File: src/rtl/seg7_scan_if.sv
// seg7_scan_if: scanned 7-segment bus plus reconstructed word.
//   seg/dig_en       : scanned segment pattern and one-hot digit select (master -> slave)
//   value/valid/frame_err : captured word, publish pulse, bad-pattern flag (slave -> master)
interface seg7_scan_if #(parameter int DIGITS = 4);
  logic [6:0] seg;
  logic [DIGITS-1:0] dig_en;
  logic [4*DIGITS-1:0] value;
  logic valid;
  logic frame_err;
  modport master(output seg, dig_en, input value, valid, frame_err);
  modport slave(input seg, dig_en, output value, valid, frame_err);
endinterface

File: src/rtl/seg7_scan_capture.sv
// seg7_scan_capture: rebuilds the hex word shown on a scanned 7-segment display.
//   clk, rst : clock and synchronous active-high reset
//   bus      : slave side of seg7_scan_if (seg/dig_en in; value/valid/frame_err out)
module seg7_scan_capture #(
  parameter int DIGITS = 4,
  parameter int STABLE_CYCLES = 4
) (
  input logic clk,
  input logic rst,
  seg7_scan_if.slave bus
);
  localparam int CW = $clog2(STABLE_CYCLES);
  typedef enum logic {WAIT, HOLD} state_t;
  state_t state, state_next;
  logic [DIGITS+6:0] pair, pair_q;
  logic [CW-1:0] cnt;
  logic [DIGITS-1:0] seen, err;
  logic [4*DIGITS-1:0] slots, value;
  logic same, onehot, stable, accept, pub, bad, valid, frame_err;
  logic [3:0] nib;
  assign pair = {bus.dig_en, bus.seg};
  assign same = pair == pair_q;
  assign onehot = bus.dig_en != '0 && (bus.dig_en & (bus.dig_en - DIGITS'(1))) == '0;
  // the counter steps to STABLE_CYCLES-1 on this edge, i.e. the STABLE_CYCLES-th identical sample
  assign stable = same && cnt == CW'(STABLE_CYCLES - 2);
  assign bus.value = value;
  assign bus.valid = valid;
  assign bus.frame_err = frame_err;
  always_comb begin
    state_next = state == WAIT ? (stable ? HOLD : WAIT) : (same ? HOLD : WAIT);
    accept = state == WAIT && stable && onehot;
  end
  always_comb begin
    nib = 4'h0;
    bad = 1'b0;
    case (bus.seg)
      7'h7E: nib = 4'h0;
      7'h30: nib = 4'h1;
      7'h6D: nib = 4'h2;
      7'h79: nib = 4'h3;
      7'h33: nib = 4'h4;
      7'h5B: nib = 4'h5;
      7'h5F: nib = 4'h6;
      7'h70: nib = 4'h7;
      7'h7F: nib = 4'h8;
      7'h7B: nib = 4'h9;
      7'h77: nib = 4'hA;
      7'h1F: nib = 4'hB;
      7'h4E: nib = 4'hC;
      7'h3D: nib = 4'hD;
      7'h4F: nib = 4'hE;
      7'h47: nib = 4'hF;
      default: bad = 1'b1;
    endcase
  end
  always_ff @(posedge clk) begin
    if (rst) begin
      state <= WAIT;
      pair_q <= '0;
      cnt <= '0;
      seen <= '0;
      err <= '0;
      slots <= '0;
      pub <= 1'b0;
      value <= '0;
      valid <= 1'b0;
      frame_err <= 1'b0;
    end else begin
      state <= state_next;
      pair_q <= pair;
      cnt <= !same ? '0 : cnt == CW'(STABLE_CYCLES - 1) ? cnt : cnt + CW'(1);
      pub <= accept && &(seen | bus.dig_en);
      valid <= pub;
      // a publish edge never coincides with an accept: an accept is always followed by a HOLD cycle
      if (pub) begin
        value <= slots;
        frame_err <= |err;
        seen <= '0;
        err <= '0;
      end else if (accept) begin
        seen <= seen | bus.dig_en;
        err <= bad ? err | bus.dig_en : err & ~bus.dig_en;
      end
      for (int i = 0; i < DIGITS; i++)
        if (accept && bus.dig_en[i]) slots[4*i +: 4] <= nib;
    end
  end
endmodule
File: src/flat_wrapper.sv
// flat-port wrapper written by rule: the top's interface ports become plain ports
module seg7_scan_capture_flat 
#(
  parameter int DIGITS = 4,
  parameter int STABLE_CYCLES = 4
)
  (clk, rst, bus_seg, bus_dig_en, bus_value, bus_valid, bus_frame_err);
  seg7_scan_if #(.DIGITS(DIGITS)) bus_i ();
  input logic clk;
  input logic rst;
  input wire logic [$bits(bus_i.seg)-1:0] bus_seg;
  input wire logic [$bits(bus_i.dig_en)-1:0] bus_dig_en;
  output wire logic [$bits(bus_i.value)-1:0] bus_value;
  output wire logic [$bits(bus_i.valid)-1:0] bus_valid;
  output wire logic [$bits(bus_i.frame_err)-1:0] bus_frame_err;
  assign bus_i.seg = bus_seg;
  assign bus_i.dig_en = bus_dig_en;
  assign bus_value = bus_i.value;
  assign bus_valid = bus_i.valid;
  assign bus_frame_err = bus_i.frame_err;
  seg7_scan_capture #(.DIGITS(DIGITS), .STABLE_CYCLES(STABLE_CYCLES)) u_core (.clk(clk), .rst(rst), .bus(bus_i));
endmodule
File: config.mk
export PLATFORM = sky130hd
export DESIGN_NAME = seg7_scan_capture_flat
export DESIGN_NICKNAME = d
export VERILOG_FILES = /design/src/rtl/seg7_scan_if.sv /design/src/rtl/seg7_scan_capture.sv /design/src/flat_wrapper.sv
export SDC_FILE = /design/constraint.sdc
export NUM_CORES = 1
export LEC_CHECK = 0
export ABC_CLOCK_PERIOD_IN_PS = 5900
export BUFFER_PORTS_ARGS = -buffer_cell sky130_fd_sc_hd__buf_2
export CORE_MARGIN = 2
export CORE_UTILIZATION = 29
export CTS_CLUSTER_SIZE = 28
export DETAILED_ROUTE_END_ITERATION = 7
export PLACE_DENSITY = 0.52
export SLEW_MARGIN = 20
export SYNTH_ARGS = -nofsm -noshare
export SYNTH_HDL_FRONTEND = slang
export SYNTH_SLANG_ARGS = --single-unit
File: constraint.sdc
create_clock -name clk -period 5.9 [get_ports clk]
set_clock_uncertainty 0.05 [all_clocks]
set_input_delay 0.295 -clock clk [delete_from_list [all_inputs] [get_ports clk]]
set_output_delay 0.295 -clock clk [all_outputs]
set_load 0.01 [all_outputs]
; ---- After elaboration in Yosys (flattened, before gate mapping)
; Index checks and enable logic that the tools add are counted.
[word_totals]
register_bits = 57
input_bits = 13
output_inout_bits = 18
word_cells = 62
[classes]
addsub = 2
eq_ne = 19
mux = 5
n_bitwise = 7
reduce_logical = 16
[op_table]
columns = cell, count
row1 = 7-bit == test (second input constant), 12
row2 = 4-bit case mux with 15 select lines, 1
row3 = 7-bit by 6-bit == test with 1-bit output (second input constant), 3
row4 = 16-bit OR reduction, 1
row5 = 11-bit == test, 1
row6 = 1-bit logical AND, 9
row7 = 4-bit AND, 2
row8 = 4-bit OR, 2
row9 = 7-bit by 5-bit == test with 1-bit output (second input constant), 1
row10 = 2-bit == test (second input constant), 2
row11 = 4-bit zero test, 1
row12 = 4-bit 2-to-1 mux, 1
row13 = 4-bit inverter, 1
row14 = 4-bit AND reduction, 1
row15 = 4-bit nonzero test, 1
row16 = 2-bit OR reduction, 2
row17 = 4-bit OR reduction, 1
row18 = 4-bit by 1-bit subtractor with 4-bit output (second input constant), 1
row19 = 1-bit 2-to-1 mux, 3
row20 = 2-bit by 1-bit adder with 2-bit output (second input constant), 1
row21 = 1-bit inverter, 2

; ---- Longest topological paths before layout
; Gate-level depths: netlist of the first run.
[logic_depth]
word_depth = 6
depth_mapped = 8

; ---- Worst setup path after synthesis of the first run
; Ideal clock, no wire load.
[synth_timing]
path_kind = flip-flop to flip-flop
startpoint = register u_core.cnt[0]
endpoint = register with a tool-made name
setup_ns = 0.069
arrival_time_ns = 1.950
required_time_ns = 5.781
slack_ns = 3.831
stages_incl_launch_ff = 9
n_path_buf = 1
cell_sequence = dfxtp_1 inv_1 ha_1 or3b_1 buf_2 a311o_1 a2111oi_4 nand4b_2 o21ai_1
[synth_lines]
columns = element, line
row1 = from (decl), seg7_scan_capture.sv:16  ; logic [CW-1:0] cnt;
row2 = from (signal assigned), seg7_scan_capture.sv:71  ; cnt <= !same ? '0 : cnt == CW'(STABLE_CYCLES - 1) ? cnt : cnt + CW'(1);

==> results of run 1 <==
==> path summary, 6_finish.rpt <==
| kind | depth (start not counted) | slack, ns | from | to |
|---|---|---|---|---|
| hold / removal | 3 | 0.24 | bus_dig_en[1] | u_core.pair_q[8] |
| setup reg to reg | 7 | 3.65 | u_core.cnt[0] | register |
| hold reg to reg | 2 | 0.41 | register | register |
| setup / recovery | 7 | 3.65 | u_core.cnt[0] | register |
==> tightest hold or removal path: cells and delay by family <==
family	cells	cell delay, ns
buf+inv	2	0.23
simple gates	1	0.05
==> cells in the mapped netlist (7+ instances only) <==
master	instances
dfxtp_1	57
nand2b_1	10
nor2_1	37
inv_1	11
nor2b_1	7
nand4_1	7
nand3_1	9
clkbuf_1	15
nor3_1	8
mux2i_1	29
xnor2_1	12
==> stage by stage <==
stage / cells / worst slack, ns / hold WS (ns)
after detailed placement: 395 / 3.64 / 0.404
after floorplan: 274 / 3.83 / 0.380
after global routing: 411 / 3.49 / 0.275
final: 411 / 3.65 / 0.240
after CTS: 411 / 3.62 / 0.234
after global placement: 395 / 3.68 / 0.398
==> state kept, by name, indices dropped and copies added (netlist names), named ones only <==
register / count
u_core.bus.value: 16
u_core.slots: 16
u_core.pair_q: 11
u_core.seen: 4
u_core.cnt: 2
u_core.bus.frame_err: 1
u_core.bus.valid: 1
u_core.pub: 1
u_core.state: 1
==> layout make-up <==
class,count,area (sq um)
Clock buffer,12,155
Inverter,11,41.3
Sequential cell,57,1140
Fill cell,942,5680
Clock inverter,4,51.3
Multi-Input combinational cell,188,1320
Tap cell,108,135
Timing Repair Buffer,31,158
==> where the power goes <==
part           total [mW]  leakage (nW)  internal (mW)  switching, mW
combinational      0.0531         0.602         0.0189         0.0342
sequential          0.390         0.462          0.389        0.00167
clock               0.378         0.103          0.218          0.159
total               0.821          1.17          0.626          0.195
==> metal layers <==
metal,vias to the layer above,wire [microns]
met2,47,2530
met3,10,310
li1,1018,-
met5,-,0
met1,957,2900
met4,0,122
==> cells by family (layout without fill, tap and decap cells) <==
kind of cell / after synthesis / count (layout)
flip-flops: 57 / 57
XOR/XNOR: 13 / 13
AND/OR/NAND/NOR: 110 / 110
adder cells (fa/ha/maj): 2 / 2
multiplexers: 29 / 29
buffers and inverters: 29 / 58
AO/OA/AOI/OAI: 34 / 34
==> flow_summary.json, run 1 <==
{
  "hold_class": "in -> reg",
  "cts_tree": "yes",
  "use_met2_pct": 18.2,
  "clk_pin_slew_ns": 0.07,
  "critPathMaxStageDelay_ns": 0.48,
  "postCtsSetupRepairBufs": 0,
  "fp.coreArea_sq_mm": 0.00868,
  "drtAntennaViolNets": 0,
  "wl_per_cell_microns": 14.3,
  "synth_compound_area_share_pct": 10.6,
  "rows": 34,
  "nNetsFinal": 313,
  "antenna_found_initial": 0,
  "required_ns": 6.12,
  "htreeDepth": 3,
  "grt_overflow": 0,
  "syn_inst": 274,
  "syn_to_final_growth_pct": 16.7,
  "synthTopCellsByArea": "dfxtp_1 (44%), mux2i_1 (11%), nor2_1 (5.4%), xnor2_1 (4.1%), nand2b_1 (2.4%)",
  "routed_wl_microns": 5860,
  "place_area_sq_mm": 0.00280,
  "routed_via_density": 4.94,
  "finalMaxSlewViolations": 0,
  "pin_count": 31,
  "ir_worst_vdd_mv": 0.152,
  "fin_crit_sh_pct": 38.2,
  "gr-usage-all-layers_pct": 12.8,
  "ys_ff_latch": 57,
  "die_h_microns": 98.2,
  "critPathTopFamily": "compound AO/OA/AOI/OAI gates",
  "power_density_mw_per_mm2": 274,
  "fmax_mhz": 444,
  "synthArstFlopShare_pct": 0,
  "synth_cell_types": 49,
  "diodes": 0,
  "synthAdderAreaFrac_pct": 0.973,
  "synth_top_area_share_pct": 44.4,
  "synth_top_family_by_area": "simple AND/OR/NAND/NOR gates",
  "synth_flop_cell": "dfxtp_1",
  "gp_congestion": 0.767,
  "cts_resized": 0,
  "netlist_area_sq_mm": 0.00257,
  "start_util_pct": 29.6,
  "vias": 2032,
  "period_minus_slack_ns": 2.25,
  "synth_simple_gate_area_share_pct": 24.1,
  "yosys_warnings": 0,
  "synth_xor_area_share_pct": 4.43,
  "final_common_cell": "dfxtp_1",
  "syn_nets": 289,
  "cp.arrival_ns": 2.47,
  "path_buf_inv": 1,
  "worst_slew_pin_slew_ns": 0.891,
  "firstDrtPassIters": 4,
  "p_leak_nw": 1.17,
  "die_area_sq_mm": 0.00964,
  "hold_buffers": 0,
  "seq_area_frac_synth_pct": 44.4,
  "relSlewSlack_pct": 40.6,
  "setup_viol": 0,
  "syn_avg_cell_area_sq_um": 9.39,
  "initialDrtViolationCount": 175,
  "synth_top_area_cell": "dfxtp_1",
  "cpMaxStageDelayCell": "or3b_1",
  "drcViolationCount": 0,
  "layout_common_cells": "dfxtp_1 (57), nor2_1 (37), buf_2 (30)",
  "grt_util_met1_pct": 18.2,
  "grt_pass1_wl_microns": 9770,
  "numCtsBuffers": 9,
  "fin_util_pct": 34.6,
  "synthMuxAreaShare_pct": 11.3,
  "cts.sinks": 57,
  "critPathLaunchType": "register",
  "finalPower_mw": 0.821,
  "grt_pass1_vias": 1897,
  "outcome": "complete, no violations",
  "critical_path_class": "reg -> reg",
  "hold_viol": 0,
  "rsz0062_at_grt": "false",
  "worstPathMaxFanout": 8,
  "post-dp-hpwl_microns": 3960,
  "die-width_microns": 98.2,
  "drive_above_1_share_pct": 17.5,
  "end_kind": "register",
  "io_buffers": 30,
  "synth_edf_count": 0,
  "stdcell_area_sq_mm": 0.00300,
  "grt-busiest-layer": "met1",
  "clk-insertion-delay-late_ns": 0.34,
  "path_cells": "inv_1 > ha_1 > or3b_1 > a311o_1 > a2111oi_4 > nand4b_2 > o21ai_1",
  "tns_ns": 0,
  "root_buffer": "clkbuf_8",
  "cts_buffer_depth": 2,
  "cap_violations": 0,
  "use_met3_pct": 2.93,
  "grt_max_degree": 51
}
No activity file was read; power rests on OpenSTA's default activity.
==> inputs of run 2 (changes only) <==
--- a/config.mk
+++ b/config.mk
@@ -5,13 +5,14 @@
 export SDC_FILE = /design/constraint.sdc
 export NUM_CORES = 1
 export LEC_CHECK = 0
-export ABC_CLOCK_PERIOD_IN_PS = 5900
+export ABC_AREA = 1
+export ABC_CLOCK_PERIOD_IN_PS = 1900
 export BUFFER_PORTS_ARGS = -buffer_cell sky130_fd_sc_hd__buf_2
 export CORE_MARGIN = 2
 export CORE_UTILIZATION = 29
 export CTS_CLUSTER_SIZE = 28
 export DETAILED_ROUTE_END_ITERATION = 7
-export PLACE_DENSITY = 0.52
+export PLACE_DENSITY = 0.53
 export SLEW_MARGIN = 20
 export SYNTH_ARGS = -nofsm -noshare
 export SYNTH_HDL_FRONTEND = slang
==> constraint.sdc (replaced) <==
create_clock -name clk -period 1.9 [get_ports clk]
set_clock_uncertainty 0.05 [all_clocks]
set_input_delay 0.095 -clock clk [delete_from_list [all_inputs] [get_ports clk]]
set_output_delay 0.095 -clock clk [all_outputs]
set_load 0.01 [all_outputs]
==> run 2 against run 1 <==
  * Synthesized cell count grew 44%
  * Sequential power grew to 3.1 times the previous value
  * Sequential share of layout area shrank 2.2 points
  * Synthesized area grew 3.9%
  * Final cell count grew 34%
  * Via count grew 15%
  * Largest power group is now the clock network
  * Critical path type is now in -> reg
  * Non-clock buffer count grew 5
==> flow_summary.json, run 2 <==
{
  "syn_to_final_growth_pct": 19.2,
  "layout_common_cells": "nand2_1 (117), nor2_1 (90), dfxtp_1 (57)",
  "vias": 2339,
  "setup_ws_ns": 0.153,
  "drtAntennaViolNets": 0,
  "cp.arrival_ns": 1.93,
  "rrSetupSlack_ns": 0.23,
  "cts.sinks": 57,
  "hold_class": "in -> reg",
  "min_to": "u_core.pair_q[9]",
  "reg2regPathDepth": 10,
  "worst_slew_pin_slew_ns": 0.516,
  "r2r_end": "u_core.slots[4]",
  "die_area_sq_mm": 0.0100,
  "firstDrtPassIters": 4,
  "cts_resized": 0,
  "stdcell_count": 549,
  "grt_max_degree": 24,
  "period_minus_slack_ns": 1.75,
  "ys_ff_latch": 57,
  "gr-usage-all-layers_pct": 13.3,
  "critical_path_class": "in -> reg",
  "synth_cell_types": 28,
  "start_util_pct": 29.3,
  "synth_common_cells": "nand2_1 (117), nor2_1 (90), dfxtp_1 (57)",
  "synth_flop_cell": "dfxtp_1",
  "p_leak_nw": 1.65,
  "numCtsBuffers": 9,
  "fillers": 972,
  "syn_inst": 395,
  "syn_nets": 410,
  "cap_violations": 0,
  "finalMaxSlewViolations": 0,
  "root_buffer": "clkbuf_8",
  "outcome": "complete, no violations",
  "yosys_warnings": 0,
  "fin_util_pct": 35.0,
  "finalPower_mw": 2.67,
  "grt_overflow": 0,
  "drcViolationCount": 0,
  "hold_viol": 0,
  "clk_pin_slew_ns": 0.07,
  "netlist_area_sq_mm": 0.00267,
  "drive_above_1_share_pct": 16.2,
  "rsz0062_at_grt": "true",
  "synth_top_area_cell": "dfxtp_1",
  "end_kind": "register",
  "dp_slack_ns": 0.127,
  "synthArstFlopShare_pct": 0,
  "synth_top_area_share_pct": 42.7,
  "fin_crit_sh_pct": 91.9,
  "diodes": 0,
  "seq_area_frac_synth_pct": 42.7,
  "routed_via_density": 4.26,
  "antenna_found_initial": 0,
  "synth.most_common_cell": "nand2_1",
  "wl_per_cell_microns": 10.5,
  "cts_buffer_depth": 2,
  "required_ns": 2.08,
  "hp-start": "bus_dig_en[2]",
  "relSlewSlack_pct": 65.5,
  "post-dp-hpwl_microns": 4210,
  "pin_count": 31,
  "fmax_mhz": 572,
  "tns_ns": 0,
  "initialDrtViolationCount": 126,
  "die_h_microns": 100,
  "worstPathMaxFanout": 11,
  "min_path_cells": 3,
  "grt_pass1_vias": 2262,
  "dpl.cell_count": 529,
  "power_density_mw_per_mm2": 837,
  "syn_avg_cell_area_sq_um": 6.77,
  "gp_congestion": 0.886,
  "die-width_microns": 100,
  "final_common_cell": "nand2_1",
  "cts_tree": "yes",
  "fp.coreArea_sq_mm": 0.00911,
  "htreeDepth": 3,
  "rows": 35,
  "grt_pass1_wl_microns": 10200,
  "setup_viol": 0,
  "reg2reg_from": "u_core.cnt[0]",
  "io_buffers": 30,
  "largestRegisters": "u_core.bus.value x16, u_core.slots x16, u_core.pair_q x11",
  "routed_wl_microns": 5790,
  "nNetsFinal": 448,
  "synth_edf_count": 0,
  "clk-insertion-delay-late_ns": 0.33,
  "ir_worst_vdd_mv": 0.296,
  "critPathLaunchType": "primary input",
  "synthTopCellsByArea": "dfxtp_1 (43%), nand2_1 (16%), nor2_1 (13%), inv_1 (6.3%), o21ai_0 (3.7%)"
}
[run 2: cell types whose count changed after synthesis, moves of 4 or more]
cell / before / now
clkbuf_1: 15 / 3
inv_1: 11 / 45
inv_2: 0 / 10
mux2i_1: 29 / 0
nand2_1: 4 / 117
nand2b_1: 10 / 0
nand3b_1: 4 / 0
nand4_1: 7 / 2
nor2_1: 37 / 90
nor2b_1: 7 / 0
o21ai_0: 2 / 20
xnor2_1: 12 / 3
[run 2: what timing repair did]
| action | CTS | global route |
|---|---|---|
| endpoints found under the hold margin | 3 | 0 |
| setup endpoints to repair | 0 | 12 |
| hold buffers | 3 | 0 |
| buffers inserted | 0 | 1 |
[run 2: worst max-delay path, cell delays in order]
cell and delay [ns]:
dlygate4sd3_1 0.53, buf_2 0.15, inv_1 0.09, nand2_1 0.05
nand2_1 0.05, nand2_1 0.09, inv_2 0.05, nand2_1 0.13
nor2_8 0.18, nand4_2 0.26, nor2_1 0.20, nor2_1 0.07
[run 2: worst max-delay path by stage]
stage | from | to | slack, ns | cells after the start
detailed placement | u_core.cnt[0] | u_core.slots[9] | 0.13 | 9
global route | bus_seg[0] | register | -0.004 | 12
global placement | u_core.cnt[0] | u_core.slots[10] | 0.21 | 9
finish | bus_seg[0] | u_core.slots[9] | 0.15 | 12
floorplan | u_core.cnt[0] | register | 0.37 | 11
CTS | u_core.cnt[0] | u_core.slots[9] | 0.11 | 9
[run 2: where the power goes]
part | leakage, nW | internal (mW) | switching, mW
Combinational | 1.08 | 0.0562 | 0.125
Clock | 0.110 | 0.748 | 0.525
Sequential | 0.462 | 1.21 | 0.00636
[run 2: per-layer routing]
metal | wire length (microns) | global-route usage, % | vias up
met5 | 0 | 0 | -
met4 | 95 | 5.58 | 0
met3 | 186 | 4.18 | 8
met2 | 2740 | 21.4 | 38
met1 | 2770 | 16.4 | 1015
li1 | - | - | 1278
[run 2: area by class of cell]
class                      instances  area (sq um)  share of cell area [%]
clock inverter                     7           103                    3.22
clock buffer                       9           124                    3.89
inverter                          55           206                    6.48
multi-input combinational        274          1270                    39.9
tap                              111           139                    4.36
sequential                        57          1140                    35.8
timing repair buffer              36           203                    6.36
[run 2: cells by family after synthesis]
logic type | share of synthesized area, %
simple gates | 38.4
buf+inv | 9.74
flops | 42.7
compound gates | 5.95
xor+xnor | 2.25
fa+ha+maj | 0.936
[run 2: through the flow]
stage          hold WS, ns  area [sq um]
6_report            0.0115          3190
2_1_floorplan        0.117          2670
3_3_place_gp         0.340          2920
4_1_cts            0.00230          3180
5_1_grt            0.00985          3190
3_5_place_dp         0.342          2920
==> inputs of run 3 (changes only) <==
--- a/config.mk
+++ b/config.mk
@@ -8,11 +8,13 @@
 export ABC_AREA = 1
 export ABC_CLOCK_PERIOD_IN_PS = 1900
 export BUFFER_PORTS_ARGS = -buffer_cell sky130_fd_sc_hd__buf_2
+export CELL_PAD_IN_SITES_DETAIL_PLACEMENT = 0
+export CELL_PAD_IN_SITES_GLOBAL_PLACEMENT = 1
 export CORE_MARGIN = 2
 export CORE_UTILIZATION = 29
 export CTS_CLUSTER_SIZE = 28
 export DETAILED_ROUTE_END_ITERATION = 7
-export PLACE_DENSITY = 0.53
+export PLACE_DENSITY = 0.67
 export SLEW_MARGIN = 20
 export SYNTH_ARGS = -nofsm -noshare
 export SYNTH_HDL_FRONTEND = slang
==> run 3 against run 2 <==
  * Clock power barely moved
  * Largest cell class unchanged
  * Sequential share of layout area fell by 0.24 points
  * Critical path depth fell by 3
  * Flip-flop and latch count did not move
  * Die area did not move
  * Critical path type is now reg -> reg
  * First-iteration DRC count fell by 42%
  * Setup slack improved by 0.0042 ns
  * Total power rose by 1.0%
  * Final area rose by 0.67%
==> flow_summary.json, run 3 (synthesized netlist as in run 2, its figures left out) <==
{
  "finalMaxSlewViolations": 0,
  "numCtsBuffers": 9,
  "fp.coreArea_sq_mm": 0.00911,
  "grt_pass1_vias": 2354,
  "worst_slew_pin_slew_ns": 0.563,
  "use_met2_pct": 23.0,
  "drcViolationCount": 0,
  "layout_common_cells": "nand2_1 (117), nor2_1 (90), dfxtp_1 (57)",
  "fillers": 1030,
  "p_leak_nw": 1.65,
  "routed_wl_microns": 6010,
  "grt-busiest-layer": "met2",
  "worstPathMaxFanout": 11,
  "diodes": 0,
  "firstDrtPassIters": 4,
  "grt_overflow": 0,
  "cts_tree": "yes",
  "hold_class": "in -> reg",
  "gp_congestion": 0.868,
  "vias": 2336,
  "fmax_mhz": 574,
  "internal-power_mw": 2.02,
  "ir_worst_vdd_mv": 0.354,
  "relSlewSlack_pct": 62.4,
  "grt_pass1_wl_microns": 10700,
  "die_h_microns": 100,
  "syn_to_final_growth_pct": 20.0,
  "p_clk_share_pct": 48.1,
  "htreeDepth": 3,
  "pin_count": 31,
  "layout.area.seq_sq_mm": 0.00114,
  "clk_pin_slew_ns": 0.07,
  "grt_util_met1_pct": 16.3,
  "cts_buffer_depth": 2,
  "fin_util_pct": 35.2,
  "required_ns": 2.08,
  "setup_viol": 0,
  "stdcell_count": 550,
  "initialDrtViolationCount": 73,
  "use_met3_pct": 4.11,
  "cap_violations": 0,
  "outcome": "complete, no violations",
  "switching_share_pct": 25.1,
  "gr-usage-all-layers_pct": 13.7,
  "stdcell_area_sq_mm": 0.00321,
  "cp.arrival_ns": 1.93,
  "power_density_mw_per_mm2": 840,
  "drtAntennaViolNets": 0,
  "drive_above_1_share_pct": 15.9,
  "rows": 35,
  "rsz0062_at_grt": "true",
  "end_kind": "register",
  "multi_input_area_sq_mm": 0.00128,
  "routed_via_density": 4.25,
  "final_common_cell": "nand2_1",
  "period_minus_slack_ns": 1.74,
  "power_frac_comb_pct": 6.8,
  "place_area_sq_mm": 0.00292,
  "critPathLaunchType": "register",
  "post-dp-hpwl_microns": 4290,
  "die-width_microns": 100,
  "antenna_found_initial": 0,
  "critical_path_class": "reg -> reg",
  "switching_power_mw": 0.678,
  "hold_viol": 0,
  "start_util_pct": 29.3,
  "wl_per_cell_microns": 10.9,
  "clk-insertion-delay-late_ns": 0.34,
  "die_area_sq_mm": 0.0100,
  "postCtsSetupRepairBufs": 0,
  "fin_crit_sh_pct": 91.7,
  "cts.sinks": 57,
  "grt_max_degree": 25,
  "seqPwrFrac_pct": 45.0,
  "dpl.cell_count": 529,
  "root_buffer": "clkbuf_8",
  "nNetsFinal": 449,
  "io_buffers": 30,
  "largestRegisters": "u_core.bus.value x16, u_core.slots x16, u_core.pair_q x11"
}
## run 3: path summary, 6_finish.rpt
kind | start | to | slack [ns] | cells past startpoint
worst max register to register | u_core.cnt[0] | u_core.slots[14] | 0.16 | 9
worst min-delay path | bus_seg[0] | u_core.pair_q[0] | 0.02 | 3
worst min register to register | u_core.bus.value[4] | u_core.bus.value[4] | 0.40 | 2
worst max-delay path | u_core.cnt[0] | u_core.slots[14] | 0.16 | 9
## run 3: repair_timing
| item | 4_1_cts | 5_1_grt |
|---|---|---|
| resized for setup | 0 | 1 |
| hold buffers | 5 | 0 |
| endpoints found under the setup margin | 0 | 7 |
| hold endpoints to repair | 5 | 0 |
## run 3: worst max-delay path: stages, from the launching register on
cell     delay [ns]
dfxtp_1        0.34
inv_1          0.06
ha_1           0.16
inv_1          0.04
nor2_1         0.08
nand3_1        0.12
nor2_4         0.24
nand4_2        0.31
nor2_1         0.18
nor2_1         0.05
## run 3: area by class of cell
cell class	count	share of cell area, %
multi-input combinational	274	39.9
sequential	57	35.6
timing repair buffer	37	6.71
inverter	55	6.44
tap	111	4.33
clock buffer	9	3.86
clock inverter	7	3.20
## run 3: layer usage
metal  vias to the layer above  share of wire (%)  routed length (microns)
li1                       1276                  -                        -
met3                         8                3.5                      210
met4                         0                1.5                       91
met1                      1014                 48                     2870
met5                         -                  0                        0
met2                        38                 47                     2830
## run 3: power groups by stage
stage          sequential [mW]  clock [mW]  combinational, mW
3_3_place_gp              1.24           0              0.178
6_report                  1.21        1.30              0.184
4_1_cts                   1.21        1.35              0.187
2_1_floorplan             1.24           0              0.120
5_1_grt                   1.21        1.40              0.211
3_5_place_dp              1.24           0              0.178
## run 3: metrics by stage
stage / power (mW) / setup slack (ns) / hold WS, ns / TNS, ns
after global placement: 1.42 / 0.186 / 0.341 / 0
after CTS: 2.75 / 0.108 / 0.00102 / 0
after global routing: 2.82 / -0.00420 / 0.0232 / -0.00420
final: 2.69 / 0.157 / 0.0248 / 0
after detailed placement: 1.42 / 0.156 / 0.348 / 0
after floorplan: 1.36 / 0.370 / 0.117 / 0
